**config.mk**
```make
export PLATFORM = sky130hd
export DESIGN_NAME = next_pc_unit
export DESIGN_NICKNAME = d
export VERILOG_FILES = /design/src/rtl/next_pc_unit.sv
export SDC_FILE = /design/constraint.sdc
export NUM_CORES = 1
export LEC_CHECK = 0
export ABC_CLOCK_PERIOD_IN_PS = 4100
export CORE_ASPECT_RATIO = 0.8
export CORE_MARGIN = 2
export CORE_UTILIZATION = 49
export DETAILED_ROUTE_END_ITERATION = 8
export PLACE_DENSITY = 0.84
export SYNTH_ARGS = -nofsm -noshare
export SYNTH_HDL_FRONTEND = slang
export SYNTH_SLANG_ARGS = --single-unit
```
**constraint.sdc**
```tcl
create_clock -name clk -period 4.1 [get_ports clk]
set_clock_uncertainty 0.05 [all_clocks]
set_input_delay 0.615 -clock clk [delete_from_list [all_inputs] [get_ports clk]]
set_output_delay 0.615 -clock clk [all_outputs]
set_load 0.02 [all_outputs]
```
**src/rtl/next_pc_unit.sv**
```systemverilog
// Fetch PC register and next-PC selection for the single-cycle MIPS datapath.
// A one-entry redirect buffer holds a control transfer requested while stalled.
module next_pc_unit #(
  parameter logic [31:0] RESET_PC = 32'h0000_3000
) (
  input  logic        clk,
  input  logic        reset_n,
  input  logic        stall,
  input  logic [2:0]  branch_type,
  input  logic [31:0] branch_off,
  input  logic [31:0] rs_data,
  input  logic [31:0] rt_data,
  input  logic        jump,
  input  logic [25:0] instr_index,
  input  logic        jr,
  output logic [31:0] pc,
  output logic [31:0] pc_plus4,
  output logic        taken,
  output logic        pending_valid,
  output logic        misaligned
);

  localparam logic [2:0] BR_BEQ  = 3'b001;
  localparam logic [2:0] BR_BNE  = 3'b010;
  localparam logic [2:0] BR_BLEZ = 3'b011;
  localparam logic [2:0] BR_BGTZ = 3'b100;
  localparam logic [2:0] BR_BLTZ = 3'b101;
  localparam logic [2:0] BR_BGEZ = 3'b110;

  logic [31:0] pending_target;
  logic [31:0] branch_target;
  logic [31:0] jump_target;
  logic [31:0] redirect_target;
  logic        branch_cond;
  logic        rs_neg;
  logic        rs_zero;

  assign pc_plus4      = pc + 32'd4;
  assign branch_target = pc_plus4 + branch_off;
  assign jump_target   = {pc_plus4[31:28], instr_index, 2'b00};
  assign misaligned    = |pc[1:0];

  // Sign-bit and zero tests are the signed compares against zero.
  assign rs_neg  = rs_data[31];
  assign rs_zero = (rs_data == 32'd0);

  always_comb begin
    branch_cond = 1'b0;
    case (branch_type)
      BR_BEQ:  branch_cond = (rs_data == rt_data);
      BR_BNE:  branch_cond = (rs_data != rt_data);
      BR_BLEZ: branch_cond = rs_neg | rs_zero;
      BR_BGTZ: branch_cond = ~rs_neg & ~rs_zero;
      BR_BLTZ: branch_cond = rs_neg;
      BR_BGEZ: branch_cond = ~rs_neg;
      default: branch_cond = 1'b0;
    endcase
  end

  assign taken = jr | jump | branch_cond;

  always_comb begin
    redirect_target = branch_target;
    if (jr)
      redirect_target = rs_data;
    else if (jump)
      redirect_target = jump_target;
  end

  always_ff @(posedge clk or negedge reset_n) begin
    if (!reset_n) begin
      pc             <= RESET_PC;
      pending_valid  <= 1'b0;
      pending_target <= 32'd0;
    end else if (!stall) begin
      if (pending_valid) begin
        pc            <= pending_target;
        pending_valid <= 1'b0;
      end else if (taken) begin
        pc <= redirect_target;
      end else begin
        pc <= pc_plus4;
      end
    end else if (!pending_valid && taken) begin
      // First request during a stall wins; later ones are dropped.
      pending_target <= redirect_target;
      pending_valid  <= 1'b1;
    end
  end

endmodule

```
==> impl_metrics.csv <==
group,metric,value,unit
run,max-cap-violations,0,
sta,drv_slew,0,
floorplan,initial_utilization,0.5020,
cells_and_area,diodes,0,
sta,min_period_over_period,1.026,
cells_and_area,multi_input_area,0.004984,mm²
sta,setup_violations,3,
sta,tightest_slew,1.048,ns
setup_path,end_kind,"register",
place,routabilityCongestion,1.099,
setup_path,critPathMaxFanout,4,
sta,max_slew_margin,0.3013,
setup_path,critPathArrivalTime,4.40,ns
floorplan,die_h,106.5,µm
power_and_ir_drop,peakVddDrop,0.4909,mV
detailed_routing,wirelength,31.01,mm
cells_and_area,finish.instance_area,0.01002,mm²
detailed_routing,first_pass_iters,6,
detailed_routing,drc_errors,0,
synthesis,synthArstFlopShare,1.000,
min_path,hold_path_class,"input port to asynchronous set/reset pin",
clock_tree,cts_root_buf,"clkbuf_16",
power_and_ir_drop,p_leak,4.154,nW
grt,grt_pass1_vias,7123,
sta,fmax,0.2378,GHz
synthesis,yosys_warnings,0,
power_and_ir_drop,p_int,2.570,mW
setup_path,startpoint,"pc[13]",
floorplan,coreArea,0.01282,mm²
setup_path,critPathLaunchType,"register",
floorplan,fp-row-count,37,
grt,grt_use_total,0.4088,
detailed_routing,num_vias,8086,
power_and_ir_drop,finalPower,4.489,mW
detailed_routing,drtIter0Drc,1181,
power_and_ir_drop,switchingPower,1.918,mW
synthesis,ys_top_cells_by_count,"nand2_1 (94), a21oi_1 (73), xnor2_1 (66), dfrtp_1 (63), o21ai_0 (45)",
detailed_routing,wl_per_cell,24.73,µm
cells_and_area,drive_above_1_share,0.2085,
place,io_buffer_count,196,
power_and_ir_drop,power.density,447.9,mW/mm²
synthesis,yosysTopAreaCell,"dfrtp_1",
grt,grt_pass1_wl,43.20,mm
synthesis,syn_avg_cell_area,8.097,µm²
run_status,violations,"setup timing",
floorplan,io-pin-count,197,
floorplan,die_w,132.2,µm
power_and_ir_drop,combPwrFrac,0.621,
synthesis,post_synth_num_cell_types,74,
synthesis,ys_seq_area_frac,0.2531,
clock_tree,postCtsHoldBufs,0,
synthesis,synthTopCellsByArea,"dfrtp_1 (24%), xnor2_1 (9.0%), ha_1 (7.6%), a21oi_1 (5.7%), nand2_1 (5.5%)",
place,postPlaceCellArea,0.009241,mm²
floorplan,die-area,0.01408,mm²
run_status,status,"finished, violations left",
cells_and_area,fin_nets,1244,
grt,grt_overflow,0,
synthesis,synth-edff-count,0,
clock_tree,cts-htree-levels,3,
setup_path,r2r_end,"pc[31]",
cells_and_area,area_growth,55.68,%
setup_path,cp-endpoint,"pc[31]",
clock_tree,clk_pin_slew,0.05,ns
detailed_routing,vias_per_cell,6.448,
clock_tree,clock_path_buffers,2,
setup_path,worst-setup-path-type,"register to register",
sta,worst_slack,-0.1052,ns
sta,hold_viol,0,
synthesis,synth_flop_cell,"dfrtp_1",
setup_path,worst-r2r-setup-slack,-0.11,ns
sta,rsz0062_at_grt,"yes",
synthesis,syn_nets,965,
power_and_ir_drop,p_seq_frac,0.211,
grt,grt_start_max_net_pins,46,
synthesis,yosysMostFrequentCell,"nand2_1",
synthesis,synth_area,0.006437,mm²
cells_and_area,regArea,0.001635,mm²
synthesis,syn_inst,795,
place,dpl.hpwl,23.29,mm
clock_tree,cts_tree,"yes",
detailed_routing,antenna_left,0,
setup_path,rr_startpoint,"pc[13]",
power_and_ir_drop,p_clk_frac,0.168,
synthesis,ys_ff_latch,65,
synthesis,synth_top_area_frac,0.2449,
clock_tree,clock_latency,0.33,ns
clock_tree,cts_buffers,9,
clock_tree,cts_sinks,65,
power_and_ir_drop,sw_frac_of_total,0.4274,
sta,finalCriticalPeriod,4.205,ns
cells_and_area,nFillCells,889,
grt,antenna_found_initial,0,
setup_path,cp.required,4.30,ns
setup_path,r2r_cells,15,
worst max-delay path: stages (launching register included):
cell	delay, ns
dfstp_2	0.53
nand4_1	0.14
or3_4	0.41
nor2_4	0.16
nand4_1	0.17
xnor2_1	0.21
buf_4	0.18
ha_1	0.32
and3_1	0.21
nand2b_1	0.07
or4_4	0.42
a311o_1	0.44
or4_1	0.43
nand4_1	0.14
a211oi_2	0.06
o21ai_1	0.16
metrics by stage:
stage / TNS [ns] / hold WS, ns / instances / util / setup slack (ns)
4_1_cts: -0.03238 / 0.4297 / 1242 / 0.7453 / -0.03238
3_3_place_gp: -0.03827 / 0.4027 / 1226 / 0.7207 / -0.03827
2_1_floorplan: -0.01795 / 0.2694 / 795 / - / -0.01795
5_1_grt: -0.9382 / 0.4519 / 1254 / 0.7815 / -0.2014
6_report: -0.2824 / 0.4107 / 1254 / 0.7815 / -0.1052
3_5_place_dp: -0.05795 / 0.4156 / 1226 / 0.7207 / -0.05697
cell usage in the layout (no fill, tap or decap), types with 11 or more instances in the layout:
| cell | netlist | routed |
|---|---|---|
| a21oi_1 | 73 | 66 |
| and3_1 | 12 | 12 |
| buf_4 | 3 | 114 |
| clkdlybuf4s50_1 | 0 | 194 |
| dfrtp_1 | 63 | 58 |
| ha_1 | 39 | 29 |
| inv_1 | 20 | 20 |
| mux2_2 | 14 | 14 |
| mux2i_1 | 14 | 14 |
| nand2_1 | 94 | 91 |
| nand3_1 | 15 | 11 |
| nand4_1 | 23 | 23 |
| nor2_1 | 36 | 32 |
| nor3_1 | 25 | 23 |
| nor4_1 | 14 | 11 |
| o211ai_1 | 18 | 18 |
| o21a_1 | 13 | 13 |
| o21ai_0 | 45 | 42 |
| xnor2_1 | 66 | 51 |
| xnor2_2 | 0 | 12 |
| xor2_1 | 15 | 14 |
registers in the layout (all words and copies together) (netlist names):
register	flops
pc	32
pending_target	32
pending_valid	1
logic make-up after synthesis:
family	after synthesis	share of synthesized area
adders and majority gates	40	0.07891
muxes	29	0.04801
DFF	65	0.2531
and+or+nand+nor	272	0.2138
buffers and inverters	65	0.04101
AOI/OAI and AO/OA	243	0.2550
xor gates and xnor gates	81	0.1102
power by group through the flow:
stage | sequential, mW | clock [mW] | combinational, mW
after CTS | 0.922 | 0.751 | 2.53
after detailed placement | 0.929 | 0 | 2.50
after floorplan | 1.01 | 0 | 1.26
final | 0.947 | 0.755 | 2.79
after global placement | 0.924 | 0 | 2.49
after global routing | 0.957 | 0.779 | 2.92
routing by layer:
| metal | track usage | vias up | share of wire |
|---|---|---|---|
| met2 | 0.5770 | 700 | 0.41 |
| li1 | - | 3519 | - |
| met4 | 0.09550 | 0 | 0.025 |
| met3 | 0.1445 | 70 | 0.16 |
| met5 | 0 | - | 0 |
| met1 | 0.5927 | 3797 | 0.41 |
final cells by class:
class | instances | area share
multi-input cells | 665 | 0.4973
repair buffers | 310 | 0.2801
flip-flops and latches | 65 | 0.1632
clock buffers | 13 | 0.02497
well taps | 175 | 0.02185
inverters | 23 | 0.008614
clock inverters | 3 | 0.003995
how the worst min path moves through the flow:
stage,start,endpoint,cells after the start
global placement,pending_target[22],pending_target[22],2
finish,reset_n,pc[5],1
detailed placement,pending_target[24],pending_target[24],2
CTS,pending_target[22],pending_target[22],2
floorplan,reset_n,pc[0],0
global route,pending_target[21],pending_target[21],2
repair_timing:
action | CTS | global route
pin swaps | 1 | 18
setup endpoints to repair | 8 | 26
setup buffers | 0 | 12
resized for setup | 5 | 71
(Power assumes the default switching activity.)
==> variant 1, RTL diff (config.mk and constraints unchanged) <==
Reset style: synchronous (`reset_n`), changed in one clocked block.
--- a/src/rtl/next_pc_unit.sv
+++ b/src/rtl/next_pc_unit.sv
@@ -69,3 +69,3 @@
 
-  always_ff @(posedge clk or negedge reset_n) begin
+  always_ff @(posedge clk) begin
     if (!reset_n) begin
Check against the original RTL: differs if reset_n is asserted again (counterexample within 4 cycles, from zero or initial values and one cycle with reset_n low); with reset_n held inactive, the same outputs for 4 cycles.
==> variant 1 against the original RTL <==
The run still ends with setup timing left; highest routed layer unchanged; maximum frequency up 1.0%; critical path depth is 4 higher; final area decreased by 2.2%; area after synthesis shrank 1.1%; wire length is 3.3% lower; cell count grew 3.1%; sequential cell count unchanged; sequential share of layout area is 2.9 points lower; setup slack better by 42 ps.
Power is not compared: it rests on default switching activity, and its combinational part moved more than twofold at a synthesized area within 25%.
==> variant 1: results (changes against the original RTL) <==
Outcome
  – Status: complete, but fails checks (unchanged)
  – Failing checks: setup timing (unchanged)

Clock network
  – CTS buffer count: 9 (unchanged)
  – H-tree depth: 3 (unchanged)
  – Clk slew on worst S/H paths: about 60 ps
  – Worst skew pair latency: approximately 340 ps
  – Max Root-Sink Buffers: 2 (unchanged)
  – CTS Root Cell: clkbuf_16 (unchanged)

Global routing
  – GRT Total Usage: 0.3816 (was 0.4088)
  – Largest net degree at the start of global routing: 68 (was 46)
  – First-pass GRT wire length: 41,410 µm (was 43,200 µm)
  – Initial antenna violation count: 1 (was 0)
  – Vias in the first global route: 7,378 (was 7,123)

STA
  – TNS Setup: -63.16 ps (was -282.4 ps)
  – Setup violators final: 1 (was 3)
  – Setup ws final: -63.16 ps (was -105.2 ps)
  – Max-Slew Margin vs Limit: 0.2379 (was 0.3013)

Placement
  – Final HPWL DP: 21,430 µm (was 23,290 µm)
  – GP Congestion: 0.9830 (was 1.099)
  – Area after DPL: 9089 µm² (was 9241 µm²)
  – Port Buffers: 196 (unchanged)

Logic synthesis
  – List of most frequent post-synthesis cells: nand2_1 (116), dfxtp_1 (65), o21ai_0 (61), a21oi_1 (51) (was nand2_1 (94), a21oi_1 (73), xnor2_1 (66), dfrtp_1 (63), o21ai_0 (45))
  – Ys flop type: dfxtp_1 (was dfrtp_1)
  – Share of flip-flops with an asynchronous set or reset: 0 (was 1.000)
  – Synth Net Count: 1,025 (was 965)
  – Sequential fraction of the synthesis area: 0.2043 (was 0.2531)
  – Largest cells by area after synthesis: dfxtp_1 (20%), ha_1 (7.7%), xor2_1 (6.9%) (was dfrtp_1 (24%), xnor2_1 (9.0%), ha_1 (7.6%))
  – Yosys warnings: 0 (unchanged)
  – Post-synth cell types: 71 (was 74)

Route
  – Via count: 8,250 (was 8,086)
  – Pre-Repair DR Iteration Count: 7 (was 6)
  – Antenna viol nets, final: 0 (unchanged)
  – Starting DRT DRC Count: 1,353 (was 1,181)
  – Drt wl/cell: 23.19 µm (was 24.73 µm)

Setup path
  – Cell family with most CP delay: compound AO/OA/AOI/OAI gates (was simple AND/OR/NAND/NOR gates)
  – Crit path max fanout: 3 (was 4)
  – Critical path's largest stage delay: 360 ps (was 530 ps)
  – WP data arrival: 4260 ps (was 4400 ps)
  – Slowest library cell on the worst path: or3_4 (was dfstp_2)

Hold path
  – Worst hold path type: flop to flop (was input pin to asynchronous set/reset pin)

Pwr
  – Peak VDD IR: roughly 0.34 mV
  – P_leak: between 0.004 and 0.005 µW

Layout
  – NumNets Final: 1,282 (was 1,244)
  – Top flop regs: pc: 32 flops, pending_target: 32 flops, pending_valid: 1 flops (unchanged)
  – Proportion of layout cells with a drive suffix above 1: 0.1755 (was 0.2085)
==> variant 1: cell count changes in the layout (fill, tap and decap cells not counted), moves of 13 or more <==
cell,before,now
buf_4,114,98
dfxtp_1,0,59
nand2_1,91,115
a21boi_0,0,19
o21ai_0,42,57
a21oi_1,66,49
xnor2_1,51,24
xor2_1,14,44
nand4_1,23,8
dfrtp_1,58,0
a21o_1,10,23
==> variant 1: kinds of logic (layout without fill, tap and decap cells) <==
family | after synthesis | count (layout) | share of synthesized area
fa+ha+maj | 40 | 40 | 0.07976
compound gates | 278 | 278 | 0.3008
other cells | 0 | 1 | 0
mux | 18 | 18 | 0.02908
flops | 65 | 65 | 0.2043
buf+inv | 75 | 337 | 0.04892
simple gates | 297 | 297 | 0.2244
xor+xnor | 82 | 82 | 0.1128
==> variant 1: metal layers <==
| metal | global-route usage | share of wire |
|---|---|---|
| met5 | 0 | 0 |
| met4 | 0.08929 | 0.034 |
| met3 | 0.1407 | 0.15 |
| met2 | 0.5662 | 0.42 |
| met1 | 0.5260 | 0.39 |
==> variant 1: worst paths after layout <==
path                                   start                         endpoint  slack (ps)  cells past startpoint
max reg2reg              pc[10]$_SDFFE_PN0N_              pc[31]$_SDFFE_PN0N_         -60                     19
min          pending_target[20]$_SDFFE_PN0P_  pending_target[20]$_SDFFE_PN0P_         410                      2
min reg2reg  pending_target[20]$_SDFFE_PN0P_  pending_target[20]$_SDFFE_PN0P_         410                      2
max                      pc[10]$_SDFFE_PN0N_              pc[31]$_SDFFE_PN0N_         -60                     19
==> variant 1: final cells by class <==
cell class | instances | area (µm²)
diodes | 1 | 2.502
fillers | 892 | 2975
multi-input cells | 715 | 5129
flip-flops and latches | 65 | 1314
well taps | 175 | 219.0
repair buffers | 295 | 2710
inverters | 26 | 97.59
clock buffers | 10 | 239.0
clock inverters | 6 | 91.34
==> variant 1: power by group <==
| group | internal, µW | leakage, µW | switching (µW) |
|---|---|---|---|
| Combinational | 609 | 0.00335 | 710 |
| Clock | 550 | 0.000151 | 301 |
| Sequential | 687 | 0.000539 | 52.5 |
| Total | 1850 | 0.00404 | 1060 |
==> variant 1: worst min-delay path, stage by stage, from the launching register on <==
cell and delay, ps:
dfxtp_1 300, nand2_1 40, a21boi_0 60
==> variant 1: what timing repair did <==
item | CTS | global route
endpoints found under the hold margin | 0 | 0
pin swaps | 0 | 9
endpoints found under the setup margin | 4 | 26
hold buffers | 0 | 0
buffers inserted | 0 | 6
gates resized for setup | 6 | 64
==> variant 1: metrics by stage <==
stage                     std cells  hold slack (ps)  setup WS (ps)
after floorplan                 855            386.4         -43.24
after global placement         1270            398.0         -44.75
after detailed placement       1270            408.7         -187.1
after CTS                      1286            416.7          4.673
after global routing           1292            433.9         -202.7
final                          1293            412.6         -63.16
==> variant 2, RTL diff (config.mk and constraints unchanged) <==
Made on the original files. Set the parameter `RESET_PC` to 32'h00002000 (it was 32'h0000_3000).
--- a/src/rtl/next_pc_unit.sv
+++ b/src/rtl/next_pc_unit.sv
@@ -3,3 +3,3 @@
 module next_pc_unit #(
-  parameter logic [31:0] RESET_PC = 32'h0000_3000
+  parameter logic [31:0] RESET_PC = 32'h00002000
 ) (
Behaviour: not the same (a bounded check fails within 4 cycles, from zero or initial values and one cycle with reset_n low).
==> variant 2 against the original RTL <==
Area after synthesis is essentially flat; power grew 3.5%; setup slack gained 130 ps; wire length grew 0.28%; first-iteration DRC count shrank 14%; sequential cell count is the same; combinational power grew 2%; final area grew 1.1%; highest routed layer unchanged.
==> variant 2: results (changes against the original RTL) <==
Hold path
  – Worst hold path type: flop to flop (was input pin to asynchronous set/reset pin)

Global routing
  – GRT Total Usage: 0.4227 (was 0.4088)
  – Initial antenna violation count: 1 (was 0)
  – Vias in the first global route: 7,490 (was 7,123)
  – First-pass GRT wire length: 44,690 µm (was 43,200 µm)
  – Largest net degree at the start of global routing: 55 (was 46)

Setup path
  – Crit path max fanout: 3 (was 4)
  – CP Launch Point: rs_data[30] (was pc[13]$_DFFE_PN1N_)
  – Slowest library cell on the worst path: clkdlybuf4s50_1 (was dfstp_2)
  – WP data arrival: 3410 ps (was 4400 ps)
  – Cell family with most CP delay: buffers and inverters (was simple AND/OR/NAND/NOR gates)

Placement
  – Area after DPL: 9373 µm² (was 9241 µm²)
  – Placed cell count: 1,242 (was 1,226)
  – GP Congestion: 1.048 (was 1.099)
  – Setup slack at placement: -110.4 ps (was -56.97 ps)
  – Final HPWL DP: 23,630 µm (was 23,290 µm)

Layout
  – FILL cells: 838 (was 889)
  – Proportion of layout cells with a drive suffix above 1: 0.2143 (was 0.2085)
  – Synth-to-layout area growth: 57.41% (was 55.68%)
  – NumNets Final: 1,257 (was 1,244)

Logic synthesis
  – Largest cells by area after synthesis: dfrtp_1 (25%), xnor2_1 (9.0%), ha_1 (7.6%) (was dfrtp_1 (24%), xnor2_1 (9.0%), ha_1 (7.6%))
  – Synth Area in XOR/XNOR: 0.1102 (about the same)
  – Multiplexer share of the synthesized area: 0.04802 (was 0.04801)
  – Sequential fraction of the synthesis area: 0.2529 (was 0.2531)
  – List of most frequent post-synthesis cells: nand2_1 (94), a21oi_1 (73), xnor2_1 (66), dfrtp_1 (64), o21ai_0 (45) (was nand2_1 (94), a21oi_1 (73), xnor2_1 (66), dfrtp_1 (63), o21ai_0 (45))
  – Post-synthesis compound-gate area fraction: 0.2551 (was 0.2550)
  – Synth Area in Adders: 0.07893 (was 0.07891)

Outcome
  – Status: finished clean (was complete, but fails checks)

Route
  – Starting DRT DRC Count: 1,019 (was 1,181)
  – Pre-Repair DR Iteration Count: 5 (was 6)
  – Via count: 8,145 (was 8,086)

Pwr
  – Peak VDD IR: 0.5018 mV (was 0.4909 mV)
  – P_leak: 0.004229 µW (was 0.004154 µW)

STA
  – Period utilisation layout: 0.9941 (was 1.026)
  – Max-Slew Margin vs Limit: 0.2446 (was 0.3013)
  – WHS: 431.9 ps (was 410.7 ps)

Clock network
  – Clk slew on worst S/H paths: 60 ps
variant 2: cell types whose count changed after synthesis:
cell / delta
dfstp_2: -1
dfrtp_1: +1
variant 2: worst min-delay path: stages (launching register included):
cell and delay, ps:
dfrtp_1 340, nand2_1 50, o21ai_0 60
variant 2: repair_timing:
| action | in CTS | in global routing |
|---|---|---|
| hold endpoints to repair | 0 | 0 |
| setup buffers | 0 | 9 |
| endpoints found under the setup margin | 4 | 29 |
| gates cloned | 0 | 0 |
| pin swaps | 1 | 23 |
| gates resized for setup | 3 | 63 |
variant 2: metal layers:
| metal | vias up | global-route usage | part of all wire |
|---|---|---|---|
| met5 | - | 0 | 0 |
| met4 | 0 | 0.1079 | 0.025 |
| met3 | 62 | 0.1845 | 0.16 |
| met2 | 657 | 0.6131 | 0.41 |
| met1 | 3866 | 0.5746 | 0.40 |
| li1 | 3560 | - | - |
variant 2: worst paths after layout:
kind,endpoint,cells after the start
max,taken,9
min,pending_target[2]$_DFFE_PN0P_,2
max reg2reg,pc[30]$_DFFE_PN0N_,16
min reg2reg,pending_target[2]$_DFFE_PN0P_,2
max in group asynchronous,pc[13]$_DFFE_PN1N_,2
min in group asynchronous,pending_target[2]$_DFFE_PN0P_,1
variant 2: final cells by class:
class                   instances  share of cell area
diodes                          1           0.0002470
well taps                     175             0.02161
repair buffers                323              0.2880
inverters                      23            0.008522
flip-flops and latches         65              0.1609
clock buffers                  10             0.02359
clock inverters                 6            0.008892
multi-input cells             665              0.4882
variant 2: power by group:
part	leakage [µW]	switching (µW)	internal (µW)
registers	0.000776	147	793
clock network	0.000159	304	551
logic	0.00329	1520	1330
total	0.00423	1970	2680
